[src/rtl/lsu_mem_initiator.sv]
// lsu_mem_initiator: load/store initiator for a synchronous-read data memory.
// Optional MISALIGN_TRAP_EN turns misaligned half/word accesses into error responses.
module lsu_mem_initiator #(
  parameter int          WORD_IDX_W = 8,
  parameter int          MEM_ADDR_W = 12,
  parameter logic [31:0] BASE_ADDR  = 32'h0000_0000
) (
  input  logic                  clk,
  input  logic                  rst,
  input  logic                  req_valid,
  output logic                  req_ready,
  input  logic                  req_we,
  input  logic [1:0]            req_size,
  input  logic                  req_unsigned,
  input  logic [31:0]           req_addr,
  input  logic [31:0]           req_wdata,
  output logic                  resp_valid,
  output logic [31:0]           resp_rdata,
  output logic                  resp_err,
  output logic                  mem_write,
  output logic [3:0]            byte_en,
  output logic [MEM_ADDR_W-1:0] write_addr,
  output logic [MEM_ADDR_W-1:0] read_addr,
  output logic [31:0]           write_data,
  input  logic [31:0]           read_data
);
  typedef enum logic [2:0] {IDLE, WR, RD, FMT, RESP} state_t;
  state_t state_q, state_d;
  logic [1:0] size_q, size_d, lane_q, lane_d;
  logic uns_q, uns_d;
  logic resp_valid_q, resp_valid_d, resp_err_q, resp_err_d, mem_write_q, mem_write_d;
  logic [31:0] resp_rdata_q, resp_rdata_d, write_data_q, write_data_d;
  logic [3:0] byte_en_q, byte_en_d;
  logic [MEM_ADDR_W-1:0] write_addr_q, write_addr_d, read_addr_q, read_addr_d;
  logic [MEM_ADDR_W-1:0] idx;
  logic out_range, misalign, err;
  logic [3:0] be;
  logic [31:0] wd, load_val;
  logic [7:0] ld_b;
  logic [15:0] ld_h;
  assign idx = {{(MEM_ADDR_W-WORD_IDX_W){1'b0}}, req_addr[WORD_IDX_W+1:2]};
  assign out_range = req_addr[31:WORD_IDX_W+2] != BASE_ADDR[31:WORD_IDX_W+2];
`ifdef MISALIGN_TRAP_EN
  assign misalign = (req_size == 2'b01 && req_addr[0]) || (req_size == 2'b10 && |req_addr[1:0]);
`else
  assign misalign = 1'b0;
`endif
  assign err = req_size == 2'b11 || out_range || misalign;
  assign be = req_size == 2'b00 ? 4'b0001 << req_addr[1:0] :
              req_size == 2'b01 ? (req_addr[1] ? 4'b1100 : 4'b0011) : 4'b1111;
  assign wd = req_size == 2'b00 ? {4{req_wdata[7:0]}} :
              req_size == 2'b01 ? {2{req_wdata[15:0]}} : req_wdata;
  assign ld_b = read_data[{lane_q, 3'b000} +: 8];
  assign ld_h = read_data[{lane_q[1], 4'b0000} +: 16];
  assign load_val = size_q == 2'b00 ? {{24{~uns_q & ld_b[7]}}, ld_b} :
                    size_q == 2'b01 ? {{16{~uns_q & ld_h[15]}}, ld_h} : read_data;
  always_comb begin
    state_d = state_q;
    size_d = size_q;
    lane_d = lane_q;
    uns_d = uns_q;
    resp_valid_d = 1'b0;
    resp_err_d = 1'b0;
    resp_rdata_d = '0;
    mem_write_d = 1'b0;
    byte_en_d = '0;
    write_data_d = write_data_q;
    write_addr_d = write_addr_q;
    read_addr_d = read_addr_q;
    case (state_q)
      IDLE: if (req_valid) begin
        size_d = req_size;
        lane_d = req_addr[1:0];
        uns_d = req_unsigned;
        if (err) begin
          state_d = RESP;
          resp_valid_d = 1'b1;
          resp_err_d = 1'b1;
        end else if (req_we) begin
          state_d = WR;
          mem_write_d = 1'b1;
          byte_en_d = be;
          write_data_d = wd;
          write_addr_d = idx;
        end else begin
          state_d = RD;
          read_addr_d = idx;
        end
      end
      WR: begin
        state_d = RESP;
        resp_valid_d = 1'b1;
      end
      RD: state_d = FMT;
      FMT: begin
        state_d = RESP;
        resp_valid_d = 1'b1;
        resp_rdata_d = load_val;
      end
      default: state_d = IDLE;
    endcase
  end
  always_ff @(posedge clk) begin
    if (!rst) begin
      state_q <= IDLE;
      size_q <= '0;
      lane_q <= '0;
      uns_q <= 1'b0;
      resp_valid_q <= 1'b0;
      resp_err_q <= 1'b0;
      resp_rdata_q <= '0;
      mem_write_q <= 1'b0;
      byte_en_q <= '0;
      write_data_q <= '0;
      write_addr_q <= '0;
      read_addr_q <= '0;
    end else begin
      state_q <= state_d;
      size_q <= size_d;
      lane_q <= lane_d;
      uns_q <= uns_d;
      resp_valid_q <= resp_valid_d;
      resp_err_q <= resp_err_d;
      resp_rdata_q <= resp_rdata_d;
      mem_write_q <= mem_write_d;
      byte_en_q <= byte_en_d;
      write_data_q <= write_data_d;
      write_addr_q <= write_addr_d;
      read_addr_q <= read_addr_d;
    end
  end
  assign req_ready = state_q == IDLE;
  assign resp_valid = resp_valid_q;
  assign resp_err = resp_err_q;
  assign resp_rdata = resp_rdata_q;
  assign mem_write = mem_write_q;
  assign byte_en = byte_en_q;
  assign write_data = write_data_q;
  assign write_addr = write_addr_q;
  assign read_addr = read_addr_q;
endmodule

[config.mk]
export PLATFORM = sky130hd
export DESIGN_NAME = lsu_mem_initiator
export DESIGN_NICKNAME = d
export VERILOG_FILES = /design/src/rtl/lsu_mem_initiator.sv
export SDC_FILE = /design/constraint.sdc
export NUM_CORES = 1
export LEC_CHECK = 0
export ABC_AREA = 1
export CAP_MARGIN = 20
export CORE_MARGIN = 2
export CORE_UTILIZATION = 40
export CTS_CLUSTER_SIZE = 25
export DETAILED_ROUTE_END_ITERATION = 8
export PLACE_DENSITY = 0.76
export SLEW_MARGIN = 25
export SYNTH_ARGS = -nofsm -noshare
export SYNTH_HDL_FRONTEND = slang
export SYNTH_SLANG_ARGS = --single-unit
[constraint.sdc]
create_clock -name clk -period 1.4 [get_ports clk]
set_input_delay 0.14 -clock clk [delete_from_list [all_inputs] [get_ports clk]]
set_output_delay 0.14 -clock clk [all_outputs]
set_load 0.03 [all_outputs]
# [Word-level counts from Yosys, hierarchy flattened]
# Cells that the tools add are included.
[totals] register_bits=95 inputBits=103 out_inout_bits=96 elab_cells=58
[op_classes] n_eq_ne=7 shifts=3 n_mux=15 bitwise=8 n_reduce_logical=13
[ops] op="$mux 32" count=4
[ops] op="$shiftx 32x6->16" count=1
[ops] op="$shiftx 32x6->8" count=1
[ops] op="$reduce_bool 22->1" count=1
[ops] op="$mux 4" count=3
[ops] op="$pmux 3 s3" count=1
[ops] op="$reduce_and 4->1" count=2
[ops] op="$eq 3x2->1 const B" count=2
[ops] op="$mux 3" count=2
[ops] op="$not 1->1" count=6
[ops] op="$reduce_and 2->1" count=3
[ops] op="$reduce_or 5->1" count=1
[ops] op="$eq 2x1->1 const B" count=2
[ops] op="$logic_not 2->1" count=2
[ops] op="$reduce_or 4->1" count=1
[ops] op="$shl 1x2->4 const A" count=1
[ops] op="$eq 3x1->1 const B" count=1
[ops] op="$logic_not 3->1" count=1
[ops] op="$mux 1" count=3
[ops] op="$and 1x1->1" count=2
[ops] op="$eq 2x2->1 const B" count=1
[ops] op="$mux 2" count=1
[ops] op="$ne 2x2->1 const B" count=1
[ops] op="$pmux 1 s2" count=1
[ops] op="2 further kinds" count=2

# [Depth between registers and ports, before layout]
[depth] word_depth=5 ltp_mapped=10 mapped_depth_nobuf=8

# [Worst setup path after synthesis]
# No wires, ideal clock.
[synth_path] path_type="register -> register" from="register state_q[2]" to="register write_data_q[7], in the netlist write_data[7]" setup_ns=0.113 arrival_time_ns=1.497 required_time_ns=1.287 setup_slack_ns=-0.210 stages_incl_launch_ff=8 period_less_slack_ns=1.610 cell_sequence="dfxtp_1 > nor3_2 > nand2_2 > inv_2 > buf_2 > nand4_1 > nand2_1 > nor2_1"
[synth_via] elab_chain_cells=2
[synth_rtl] item="start, declared" line="28" rtl="state_t state_q, state_d;"
[synth_rtl] item="start signal, assigned" line="118" rtl="state_q <= state_d;"
[synth_rtl] item="$logic_not 3->1"
[synth_rtl] item="named net req_ready" line="11" rtl="output logic req_ready,"
[synth_rtl] item="$reduce_and 4->1 (no source line)"
[synth_rtl] item="end signal, assigned" line="127" rtl="write_data_q <= write_data_d;"
[synth_rtl] item="end, declared" line="32" rtl="logic [31:0] resp_rdata_q, resp_rdata_d, write_data_q, write_data_d;"
# The timed path passes the listed nets, and every way through them passes these cells.
# A chain may end at the register's enable or synchronous reset.

# [Worst setup path in the final report]
[layout_path] from="register lane_q[1]" to="register resp_rdata_q[9], in the netlist resp_rdata[9]"
[layout_via] elab_chain_cells=3 word_cells_on_any_way=5 classes_between="2 x shift; 2 x mux; 1 x bitwise"
[layout_rtl] item="start, declared" line="29" rtl="logic [1:0] size_q, size_d, lane_q, lane_d;"
[layout_rtl] item="start signal, assigned" line="120" rtl="lane_q <= lane_d;"
[layout_rtl] item="$shiftx 32x6->16 or $shiftx 32x6->8 (tied branches)" line="54, 53"
[layout_rtl] item="$mux 32 or $and 1x1->1 (tied branches)" line="56, 55"
[layout_rtl] item="$mux 32 (*)" line="55" rtl="assign load_val = size_q == 2'b00 ? {{24{~uns_q & ld_b[7]}}, ld_b} :"
[layout_rtl] item="end signal, assigned" line="124" rtl="resp_rdata_q <= resp_rdata_d;"
[layout_rtl] item="end, declared" line="32"
# Every way passes the cells marked *; elsewhere a longest branch is shown, timed or not.

==> metrics.md <==
| Metric | Value |
|---|---|
| Post-route design area | 7300 um^2 |
| Area growth, synth to finish | 55.8% |
| Worst Slack Setup Final | 0.0549 ns |
| Number of H-tree levels | 3 |
| Fin. Hold Viols | 0 |
| Router iterations before antenna repair | 5 |
| Fraction of layout cells with a size suffix above 1 | 0.120 |
| DP Wirelength | 11.4 mm |
| Mean Syn Cell Area | 7.03 um^2 |
| Crit. End Element | flop |
| Antenna diode count | 0 |
| Hold path start | rst |
| Worst setup SP type | flop |
| Reg2Reg Setup Slack | 0.05 ns |
| Dpl cell area | 6790 um^2 |
| CP endpoint | resp_rdata[9]$_SDFF_PN0_ |
| Largest cells by area after synthesis | dfxtp_1 41%, nor2_1 12%, nand2_1 9.4% |
| Vias post-DR | 5246 |
| Number of I/O pins | 199 |
| Final period util | 0.961 |
| Worst reg2reg path depth | 6 |
| Num CTS Buffers | 9 |
| Initial core utilization | 0.411 |
| Reg-to-reg endpoint | resp_rdata[9]$_SDFF_PN0_ |
| Max Fanout on Critical Path | 12 |
| CTS max path bufs | 2 |
| Most common cell after layout, fill and taps aside | nor2_1 |
| Kind of critical path | flop to flop |
| Synth cell types | 35 |
| Die Width | 112 um |
| Static Leak | 3.65 nW |
| Setup TNS | 0 ns |
| Max_cap viols | 0 |
| Worst Setup SP | lane_q[1]$_SDFFE_PN0P_ |
| Status | completed |
| Hold Crit Depth | 3 |
| Final RePlAce weighted congestion | 0.902 |
| Sequential fraction of the synthesis area | 0.406 |
| Vias per cell | 5.19 |
| Reg clk slew, reported paths | 0.07 ns |
| Die height | 112 um |
| Site Rows | 39 |
| Area of the multi-input gates | 2290 um^2 |
| CTS tree | built |
| Final ANT Viol Nets | 0 |
| RSZ-0062 raised after global routing | true |
| Fillers | 1006 |
| Placed cell count | 984 |
| F_max | 743 MHz |
| Hold_ws | 0.163 ns |
| Core Footprint | 11400 um^2 |
| Synth top area share | 0.406 |
| Post-Syn Instances | 667 |
| I/O Buffers | 190 |
| Non-filler cells in the finished layout | 1011 |
| CP max stage delay | 0.38 ns |
| Min Tclk post-route | 1.35 ns |
| GRT overflow | 0 |
| PwrDens | 900 nW/um^2 |
| # hold bufs at CTS | 0 |
| YS warnings | 0 |
| IR drop worst, VDD | 743 uV |
| Final core utilization | 0.640 |
| Cell taking the most area after synthesis | dfxtp_1 |
| Worst R2R Start | lane_q[1]$_SDFFE_PN0P_ |
| Die area | 12600 um^2 |
| Place WS | -0.375 ns |
| Initial antenna violation count | 0 |
| Hold Path Class | input pin to flop |
| Max-slew violations | 0 |
| Root Buffer | clkbuf_16 |
| Final nets | 966 |
| Tot Pwr | 6.57 mW |
| Residual DRC count | 0 |
| Clock sinks | 95 |
| Largest net degree at the start of global routing | 59 |
| WL per Instance | 15.7 um |
| Worst path cell trace | inv_4 > nand2_1 > nand2_2 > o2111ai_4 > clkbuf_16 > a21oi_1 |
| First-pass GRT wire length | 24.1 mm |
| GRT Total Usage | 0.235 |
| Worst skew pair latency | 0.35 ns |
| Via count of the first global-routing pass | 5008 |
| FF+latch area | 1910 um^2 |
| Crit path DAT | 1.56 ns |
| FF+latch count, synth | 95 |
| WL final | 15.9 mm |
| Commonest cells after routing, fill and taps aside | 142 x nor2_1, 115 x nand2_1, 92 x dfxtp_1 |
| First DRT Iteration DRCs | 284 |
| Synthesized area | 4690 um^2 |
| Final setup fails | 0 |
| Slowest-stage cell, CP | dfxtp_4 |
| Max Clock Skew | 0.00894 ns |
| Critical Path RT | 1.61 ns |
## repair_timing
item / CTS / global route
setup endpoints to repair: 90 / 53
buffers inserted: 0 / 4
resized for setup: 89 / 38
gates cloned: 0 / 7
pin swaps: 2 / 34
## cells by family (layout without fill, tap and decap cells)
kind of cell,Yosys count,count (layout),synth area share
and+or+nand+nor,337,337,0.320
AOI/OAI and AO/OA,117,117,0.138
buffers and inverters,110,304,0.121
DFF,95,95,0.406
muxes,7,7,0.0149
other,1,8,0.000800
## synth_stat cells (all sizes together)
library cell / count
clkbuf: 8
nand4: 52
nor3: 1
o21ai: 41
or2: 1
inv: 54
mux2i: 7
o211ai: 3
nand3: 3
buf: 46
a21oi: 72
nand2: 123
nor3b: 1
nor2: 156
o2111ai: 1
clkinv: 2
dfxtp: 95
conb: 1
## how the worst min path moves through the flow
| stage | to | slack, ns |
|---|---|---|
| after floorplan | byte_en[1]$_SDFF_PP0_ | 0.29 |
| after global placement | write_data[7]$_SDFFE_PN0P_ | 0.47 |
| after detailed placement | write_data[24]$_SDFFE_PN0P_ | 0.48 |
| after CTS | state_q[2]$_SDFFE_PN0P_ | 0.16 |
| after global routing | state_q[2]$_SDFFE_PN0P_ | 0.21 |
| final | state_q[2]$_SDFFE_PN0P_ | 0.16 |
## final cells by class
| cell class | instances | share of cell area |
|---|---|---|
| clock inverters | 7 | 0.0146 |
| clock buffers | 9 | 0.0308 |
| multi-input cells | 469 | 0.314 |
| repair buffers | 232 | 0.325 |
| well taps | 143 | 0.0245 |
| flip-flops and latches | 95 | 0.261 |
| inverters | 56 | 0.0300 |
## report_power, final
| group | leakage [nW] | internal [mW] | switching [mW] |
|---|---|---|---|
| sequential | 0.768 | 2.72 | 0.0146 |
| clock | 0.163 | 1.61 | 1.16 |
| combinational | 2.72 | 0.503 | 0.574 |
## worst max-delay path, delay by kind of cell, from the launching register on
family | cells | cell delay, ns
flops | 1 | 0.38
compound gates | 2 | 0.34
buf+inv | 2 | 0.29
simple gates | 2 | 0.20
## metal layers
layer  routed length (um)  vias to the layer above  share of wire  GRT usage
met4                  643                        0          0.040      0.127
met2                 7900                      307           0.50      0.399
met3                 1410                       54          0.089     0.0583
met1                 5960                     2347           0.37      0.274
met5                    0                        -              0          0
li1                     -                     2538              -          -
## flip-flops by register name, indices dropped and copies added, names as in the netlist
name	count
mem_write	1
state_q	3
size_q	2
lane_q	2
resp_rdata	32
resp_err	1
resp_valid	1
byte_en	4
write_data	32
read_addr	8
uns_q	1
write_addr	8
Note: power is estimated with default switching activity, not from simulation.
